### config.mk
export PLATFORM = sky130hd
export DESIGN_NAME = msx_bus_bridge_fifo
export DESIGN_NICKNAME = d
export VERILOG_FILES = /design/src/rtl/msx_bus_bridge_fifo.sv
export SDC_FILE = /design/constraint.sdc
export NUM_CORES = 1
export LEC_CHECK = 0
export CAP_MARGIN = 20
export CORE_MARGIN = 3
export CORE_UTILIZATION = 60
export CTS_BUF_LIST = sky130_fd_sc_hd__clkbuf_4
export DETAILED_ROUTE_END_ITERATION = 7
export PLACE_DENSITY = 0.78
export SLEW_MARGIN = 10
export SYNTH_ARGS = -nofsm -noshare
export SYNTH_HDL_FRONTEND = slang
export SYNTH_SLANG_ARGS = --single-unit
### constraint.sdc
create_clock -name clk -period 12.5 [get_ports clk]
set_input_delay 2.5 -clock clk [delete_from_list [all_inputs] [get_ports clk]]
set_output_delay 2.5 -clock clk [all_outputs]
set_load 0.02 [all_outputs]
### src/rtl/msx_bus_bridge_fifo.sv
// msx_bus_bridge_fifo: MSX slot to host bridge with event FIFO and WAIT-stretched reads
//   clk, zrst              bridge clock, asynchronous active-low reset
//   zmreq ziorq zrd zwr    Z80 strobes, active-low, asynchronous to clk
//   msltsl, a              slot select (active-low) and Z80 address
//   d_in, d_out, d_oe, mbd Z80 data sample, read data, drive enable, bus direction
//   zwait                  active-low WAIT to the Z80
//   RATN, cmd, r_in        host command strobe, code and data
//   r_out, ACK, ATN        host result, acknowledge, FIFO non-empty attention
//   status                 {overflow, timeout, read_pending, fifo_full}
module msx_bus_bridge_fifo #(
   parameter int FIFO_DEPTH   = 8,
   parameter int SYNC_STAGES  = 2,
   parameter int WAIT_TIMEOUT = 1024,
   parameter int IO_PORTS     = 256
) (
   input  logic        clk,
   input  logic        zrst,
   input  logic        zmreq,
   input  logic        ziorq,
   input  logic        zrd,
   input  logic        zwr,
   input  logic        msltsl,
   input  logic [15:0] a,
   input  logic [7:0]  d_in,
   output logic [7:0]  d_out,
   output logic        d_oe,
   output logic        zwait,
   output logic        mbd,
   input  logic        RATN,
   input  logic [2:0]  cmd,
   input  logic [15:0] r_in,
   output logic [15:0] r_out,
   output logic        ACK,
   output logic        ATN,
   output logic [3:0]  status
);
   localparam int AW = $clog2(FIFO_DEPTH);
   localparam int CW = AW + 1;
   localparam int TW = $clog2(WAIT_TIMEOUT + 1);
   localparam int IW = IO_PORTS > 1 ? $clog2(IO_PORTS) : 1;

   typedef enum logic [2:0] {IDLE, CAPTURE, WR_DATA, WR_HOLD, RD_WAIT, RD_DRIVE} state_t;
   state_t state, state_n;

   logic [5:0]          sy [SYNC_STAGES];
   logic                s_mreq, s_iorq, s_rd, s_wr, s_msl, s_ratn;
   logic                sel_d, iorq_d, ratn_d;
   logic                mem_det, io_det, rise, released;
   logic [IO_PORTS-1:0] io_en;
   logic [IW-1:0]       io_idx, cfg_idx;
   logic                typ_q;
   logic [15:0]         addr_q;
   logic [TW-1:0]       tmr;
   logic                ovf, tmo;
   logic [25:0]         mem [FIFO_DEPTH];
   logic [AW-1:0]       wp, rp;
   logic [CW-1:0]       cnt;
   logic [5:0]          cnt6;
   logic [25:0]         head, entry;
   logic                full, empty, pop, clr, flush, push_ok;
   logic                push, push_dir, drive, undrive, wait_on, tmo_set, data_cmd;
   logic [7:0]          wr_data, drv_val;
   logic                unused_rin;

   assign {s_ratn, s_msl, s_wr, s_rd, s_iorq, s_mreq} = sy[SYNC_STAGES-1];
   assign unused_rin = ^r_in[14:9];

   // strobes idle high, RATN idle low
   always_ff @(posedge clk or negedge zrst)
      if (!zrst) begin
         for (int k = 0; k < SYNC_STAGES; k++) sy[k] <= 6'b011111;
         sel_d  <= 1'b1;
         iorq_d <= 1'b1;
         ratn_d <= 1'b0;
      end else begin
         sy[0] <= {RATN, msltsl, zwr, zrd, ziorq, zmreq};
         for (int k = 1; k < SYNC_STAGES; k++) sy[k] <= sy[k-1];
         sel_d  <= s_msl | s_mreq;
         iorq_d <= s_iorq;
         ratn_d <= s_ratn;
      end

   assign io_idx   = IW'(32'(a[7:0]) % IO_PORTS);
   assign cfg_idx  = IW'(32'(r_in[7:0]) % IO_PORTS);
   assign mem_det  = sel_d & ~s_msl & ~s_mreq;
   assign io_det   = iorq_d & ~s_iorq & io_en[io_idx];
   assign released = typ_q ? s_iorq : (s_msl | s_mreq);
   assign rise     = s_ratn & ~ratn_d;
   assign full     = cnt == CW'(FIFO_DEPTH);
   assign empty    = cnt == '0;
   assign head     = mem[rp];
   assign pop      = rise & (cmd == 3'b001) & ~empty;
   assign clr      = rise & (cmd == 3'b101);
   assign flush    = clr & r_in[15];
   assign data_cmd = rise & (cmd == 3'b010) & (state == RD_WAIT);
   // a pop in the same clk frees the slot a full FIFO needs
   assign push_ok  = ~full | pop;
   assign entry    = {typ_q, push_dir, addr_q, wr_data};
   assign cnt6     = 6'(cnt);
   assign ATN      = ~empty;
   assign status   = {ovf, tmo, state == RD_WAIT, full};

   always_ff @(posedge clk or negedge zrst)
      if (!zrst) state <= IDLE;
      else state <= state_n;

   always_comb begin
      state_n  = state;
      push     = 1'b0;
      push_dir = 1'b0;
      wr_data  = 8'h00;
      drive    = 1'b0;
      drv_val  = 8'hFF;
      undrive  = 1'b0;
      wait_on  = 1'b0;
      tmo_set  = 1'b0;
      case (state)
         IDLE: if (mem_det | io_det) state_n = CAPTURE;
         CAPTURE:
            if (!s_rd) begin
               push     = 1'b1;
               push_dir = 1'b1;
               // a dropped read is answered with FF straight away
               wait_on  = push_ok;
               drive    = ~push_ok;
               state_n  = push_ok ? RD_WAIT : RD_DRIVE;
            end else if (!s_wr) begin
               push    = 1'b1;
               wr_data = d_in;
               state_n = WR_HOLD;
            end else state_n = WR_DATA;
         // WR trails the request strobe; a cycle ending with no WR (refresh) is not an event
         WR_DATA:
            if (!s_wr) begin
               push    = 1'b1;
               wr_data = d_in;
               state_n = WR_HOLD;
            end else if (released) state_n = IDLE;
         WR_HOLD: if (released) state_n = IDLE;
         RD_WAIT:
            if (data_cmd) begin
               drive   = 1'b1;
               drv_val = r_in[7:0];
               state_n = RD_DRIVE;
            end else if (tmr == TW'(WAIT_TIMEOUT - 1)) begin
               drive   = 1'b1;
               tmo_set = 1'b1;
               state_n = RD_DRIVE;
            end
         RD_DRIVE:
            if (s_rd) begin
               undrive = 1'b1;
               state_n = IDLE;
            end
         default: state_n = IDLE;
      endcase
   end

   always_ff @(posedge clk or negedge zrst)
      if (!zrst) begin
         typ_q  <= 1'b0;
         addr_q <= '0;
         tmr    <= '0;
         zwait  <= 1'b1;
         d_out  <= '0;
         d_oe   <= 1'b0;
         mbd    <= 1'b1;
         ovf    <= 1'b0;
         tmo    <= 1'b0;
      end else begin
         if (state == IDLE && (mem_det | io_det)) begin
            typ_q  <= ~mem_det;
            addr_q <= a;
         end
         // free-running; only compared while in RD_WAIT, cleared on entry
         tmr <= wait_on ? '0 : tmr + TW'(1);
         if (wait_on) zwait <= 1'b0;
         if (drive) begin
            zwait <= 1'b1;
            d_out <= drv_val;
            d_oe  <= 1'b1;
            mbd   <= 1'b0;
         end
         if (undrive) begin
            d_oe <= 1'b0;
            mbd  <= 1'b1;
         end
         if (clr) begin
            ovf <= 1'b0;
            tmo <= 1'b0;
         end
         if (push & ~push_ok) ovf <= 1'b1;
         if (tmo_set) tmo <= 1'b1;
      end

   always_ff @(posedge clk or negedge zrst)
      if (!zrst) begin
         ACK   <= 1'b0;
         r_out <= '0;
         io_en <= '0;
      end else begin
         if (rise) ACK <= 1'b1;
         else if (!s_ratn) ACK <= 1'b0;
         if (rise)
            case (cmd)
               3'b000:  r_out <= empty ? '0 : head[23:8];
               3'b001:  r_out <= empty ? '0 : {head[25:24], ovf, tmo, 4'b0000, head[7:0]};
               3'b011:  io_en[cfg_idx] <= r_in[8];
               3'b100:  r_out <= {status, cnt6, 6'b000000};
               default: ;
            endcase
      end

   always_ff @(posedge clk or negedge zrst)
      if (!zrst) begin
         wp  <= '0;
         rp  <= '0;
         cnt <= '0;
      end else if (flush) begin
         wp  <= '0;
         rp  <= '0;
         cnt <= '0;
      end else begin
         if (pop) rp <= rp + AW'(1);
         if (push & push_ok) wp <= wp + AW'(1);
         cnt <= cnt + CW'(push & push_ok) - CW'(pop);
      end

   always_ff @(posedge clk)
      if (push & push_ok) mem[wp] <= entry;

endmodule

==> flow_metrics.py <==
metrics = {
    "worst_setup_path": {
        "end_kind": "register",
        "crit-reg2reg-launch": "ratn_d",
        "r2r-end": "io_en[184]",
        "path_class": "input port to register",
        "critPathLaunch": "cmd[1]",
        "worstPathRequired_ns": 13.30,
        "r2r_slack_ns": 8.59,
        "worst_setup_path_start_kind": "input port",
        "crit_path_end": "io_en[184]",
        "cp_max_fo": 19,
        "cp.arrival_ns": 6.30,
        "ff2ff_path_depth": 7,
    },
    "yosys": {
        "synth_most_common_cell": "dfrtp_1",
        "syn_inst": 1799,
        "yosys.area.top_type_share_pct": 32.83,
        "synth_top_area_cell": "dfrtp_1",
        "ys_warn_count": 0,
        "ys_top_cells_by_count": "328 x dfrtp_1, 260 x mux2_2, 208 x edfxtp_1, 205 x nand2_1, 195 x nor2_1",
        "syn_avg_cell_area_um2": 13.90,
        "async_flop_share_pct": 62.18,
        "yosysSeqAreaShare_pct": 59.28,
        "synth_cell_type_count": 63,
        "syn-num-nets": 1860,
        "synth_ff_type": "dfrtp_1",
        "ys_seq_elements": 550,
        "synth_edf_count": 208,
        "synth_top_cells_by_area": "dfrtp_1 33%, edfxtp_1 25%, mux2_2 12%, mux4_2 9.5%, nand2_1 3.1%",
        "syn_area_mm2": 0.02500,
    },
    "final_layout": {
        "drive_gt1_share_pct": 33.48,
        "final_util_pct": 68.69,
        "final_area_mm2": 0.02817,
        "nets": 1989,
        "fillers": 2843,
        "syn_to_final_growth_pct": 12.69,
        "final_cells": 2575,
    },
    "global_route": {
        "track_usage_pct": 26.77,
        "grt_max_degree": 161,
        "grt_pass1_vias": 16310,
        "grt_pass1_wl_um": 90590,
        "grt.overflow.total": 0,
        "antenna_found_initial": 2,
    },
    "placed_design": {
        "port_buffers": 77,
        "gp_congestion": 0.8134,
        "pre_cts_slack_ns": 6.089,
        "dp_cells": 2314,
        "hpwl_um": 33420,
        "placed_area_mm2": 0.02622,
    },
    "floorplanning": {
        "die_h_um": 210.1,
        "ios": 84,
        "row_count": 74,
        "floorplan.initialDensity_pct": 60.96,
        "die_w_um": 210.1,
        "core_mm2": 0.04102,
        "dieArea_mm2": 0.04416,
    },
    "power": {
        "finalPower_mw": 4.880,
        "p_per_area_mw_per_mm2": 173.2,
        "vdd_drop_max_uv": 101.3,
        "power.leakage_nw": 11.43,
    },
    "sta": {
        "slew_headroom_pct": 21.37,
        "setup_tns_ns": 0,
        "skew_ns": 0.04680,
        "fmax_ghz": 0.1817,
        "finalCritPeriodShare_pct": 44.03,
        "setup_violations": 0,
        "min_period_ns": 5.503,
        "hold_viol": 0,
        "worst_slew_pin_slew_ns": 1.176,
        "layout_setup_ws_ns": 6.997,
        "slew_viol_final": 0,
        "whs_ns": 0.3441,
        "rsz0062_at_grt": "false",
    },
    "run": {
        "max_cap_violations": 0,
    },
    "clock_tree": {
        "numCtsBuffers": 143,
        "tritoncts": "built",
        "clock-root-buffer": "clkbuf_4",
        "cts-resized-gates": 0,
        "ctsHoldBuffers": 0,
        "cts_htree_levels": 4,
        "clk_pin_slew_ns": 0.07,
        "postCtsSetupBuffers": 0,
        "numClockSinks": 550,
        "clk-insertion-delay-late_ns": 0.96,
        "ctsLongestPathBuffers": 3,
    },
    "route": {
        "wl_um": 57040,
        "dr_total_vias": 15650,
        "first_pass_iters": 5,
        "postRouteAntennaNets": 0,
        "drc_errors": 0,
        "routedWlPerCell_um": 22.15,
        "via_per_inst": 6.076,
        "first_iter_violations": 1295,
    },
    "run_status": {
        "outcome": "complete, no violations",
    },
    "worst_hold_path": {
        "min_path_type": "register to register",
    },
}
[registers in the layout, indices dropped and copies added, names as in the netlist, 3 cells and up]
register	cells
state	3
cnt	4
io_en	256
addr_q	16
wp	3
rp	3
d_out	8
sy	6
r_out	16
mem	208
tmr	11
[worst min-delay path by stage]
stage / to / startpoint / cells after the start / slack, ns
after floorplan: s_ratn / sy[11] / 0 / 0.33
after global placement: s_ratn / sy[11] / 0 / 0.34
after detailed placement: s_ratn / sy[11] / 0 / 0.34
after CTS: s_msl / sy[10] / 0 / 0.35
after global routing: s_msl / sy[10] / 0 / 0.35
final: s_iorq / sy[7] / 0 / 0.34
[cell type report]
cell class              count  area, µm²  area share, %
multi-input cells        1110       9657          34.27
well taps                 532      665.6          2.363
diodes                      3      7.507        0.02665
flip-flops and latches    550      14830          52.62
repair buffers            106       1039          3.686
inverters                  17      63.81         0.2265
clock inverters            43      309.0          1.097
clock buffers             214       1607          5.702
[kinds of logic after synthesis]
family	count (synthesis)	share of synthesized area, %
multiplexers	417	23.58
XOR/XNOR	16	0.5605
AND/OR/NAND/NOR	514	8.863
AO/OA/AOI/OAI	153	4.724
buffers and inverters	139	2.467
adder cells (fa/ha/maj)	10	0.5305
flip-flops	550	59.28
[cells in the final DEF, fill, tap and decap left out, types with 10 or more instances in the layout]
| master | Yosys | final |
|---|---|---|
| xnor2_1 | 10 | 10 |
| mux2_2 | 260 | 260 |
| mux2i_1 | 47 | 47 |
| edfxtp_1 | 208 | 208 |
| mux4_2 | 105 | 105 |
| buf_4 | 5 | 26 |
| nand2b_1 | 12 | 12 |
| dfrtp_1 | 328 | 326 |
| a21oi_1 | 16 | 16 |
| nand3_1 | 22 | 22 |
| clkinv_1 | 0 | 25 |
| clkdlybuf4s50_1 | 0 | 72 |
| o211ai_2 | 14 | 14 |
| inv_1 | 17 | 17 |
| dfstp_2 | 14 | 14 |
| nand2_1 | 205 | 205 |
| o21a_1 | 16 | 16 |
| o21ai_0 | 19 | 19 |
| nor2_1 | 195 | 186 |
| a22oi_1 | 27 | 27 |
| nor2b_1 | 20 | 20 |
| and2_1 | 11 | 11 |
| nand4_1 | 17 | 17 |
| o22a_1 | 14 | 14 |
| clkbuf_4 | 0 | 214 |
[per-layer routing]
metal / track usage [%] / share of wire (%) / wire [µm]
met1: 33.82 / 39 / 22440
met2: 44.99 / 51 / 29290
met3: 5.924 / 6.1 / 3457
met4: 11.90 / 3.3 / 1854
met5: 0 / 0 / 0
[worst max-delay path, stage by stage]
cell and delay (ns):
clkdlybuf4s50_1 0.59, nor3b_1 0.42, nand2_1 0.76, nor3b_1 0.63, nand2_1 0.70, nor2_1 0.34, mux2_2 0.36
[power breakdown]
group	switching (mW)	internal (mW)	leakage (nW)
logic	0.545	0.470	3.87
clock network	0.731	0.888	1.14
registers	0.146	2.10	6.41
total	1.42	3.46	11.4
Power figures use the tool's default switching activity.
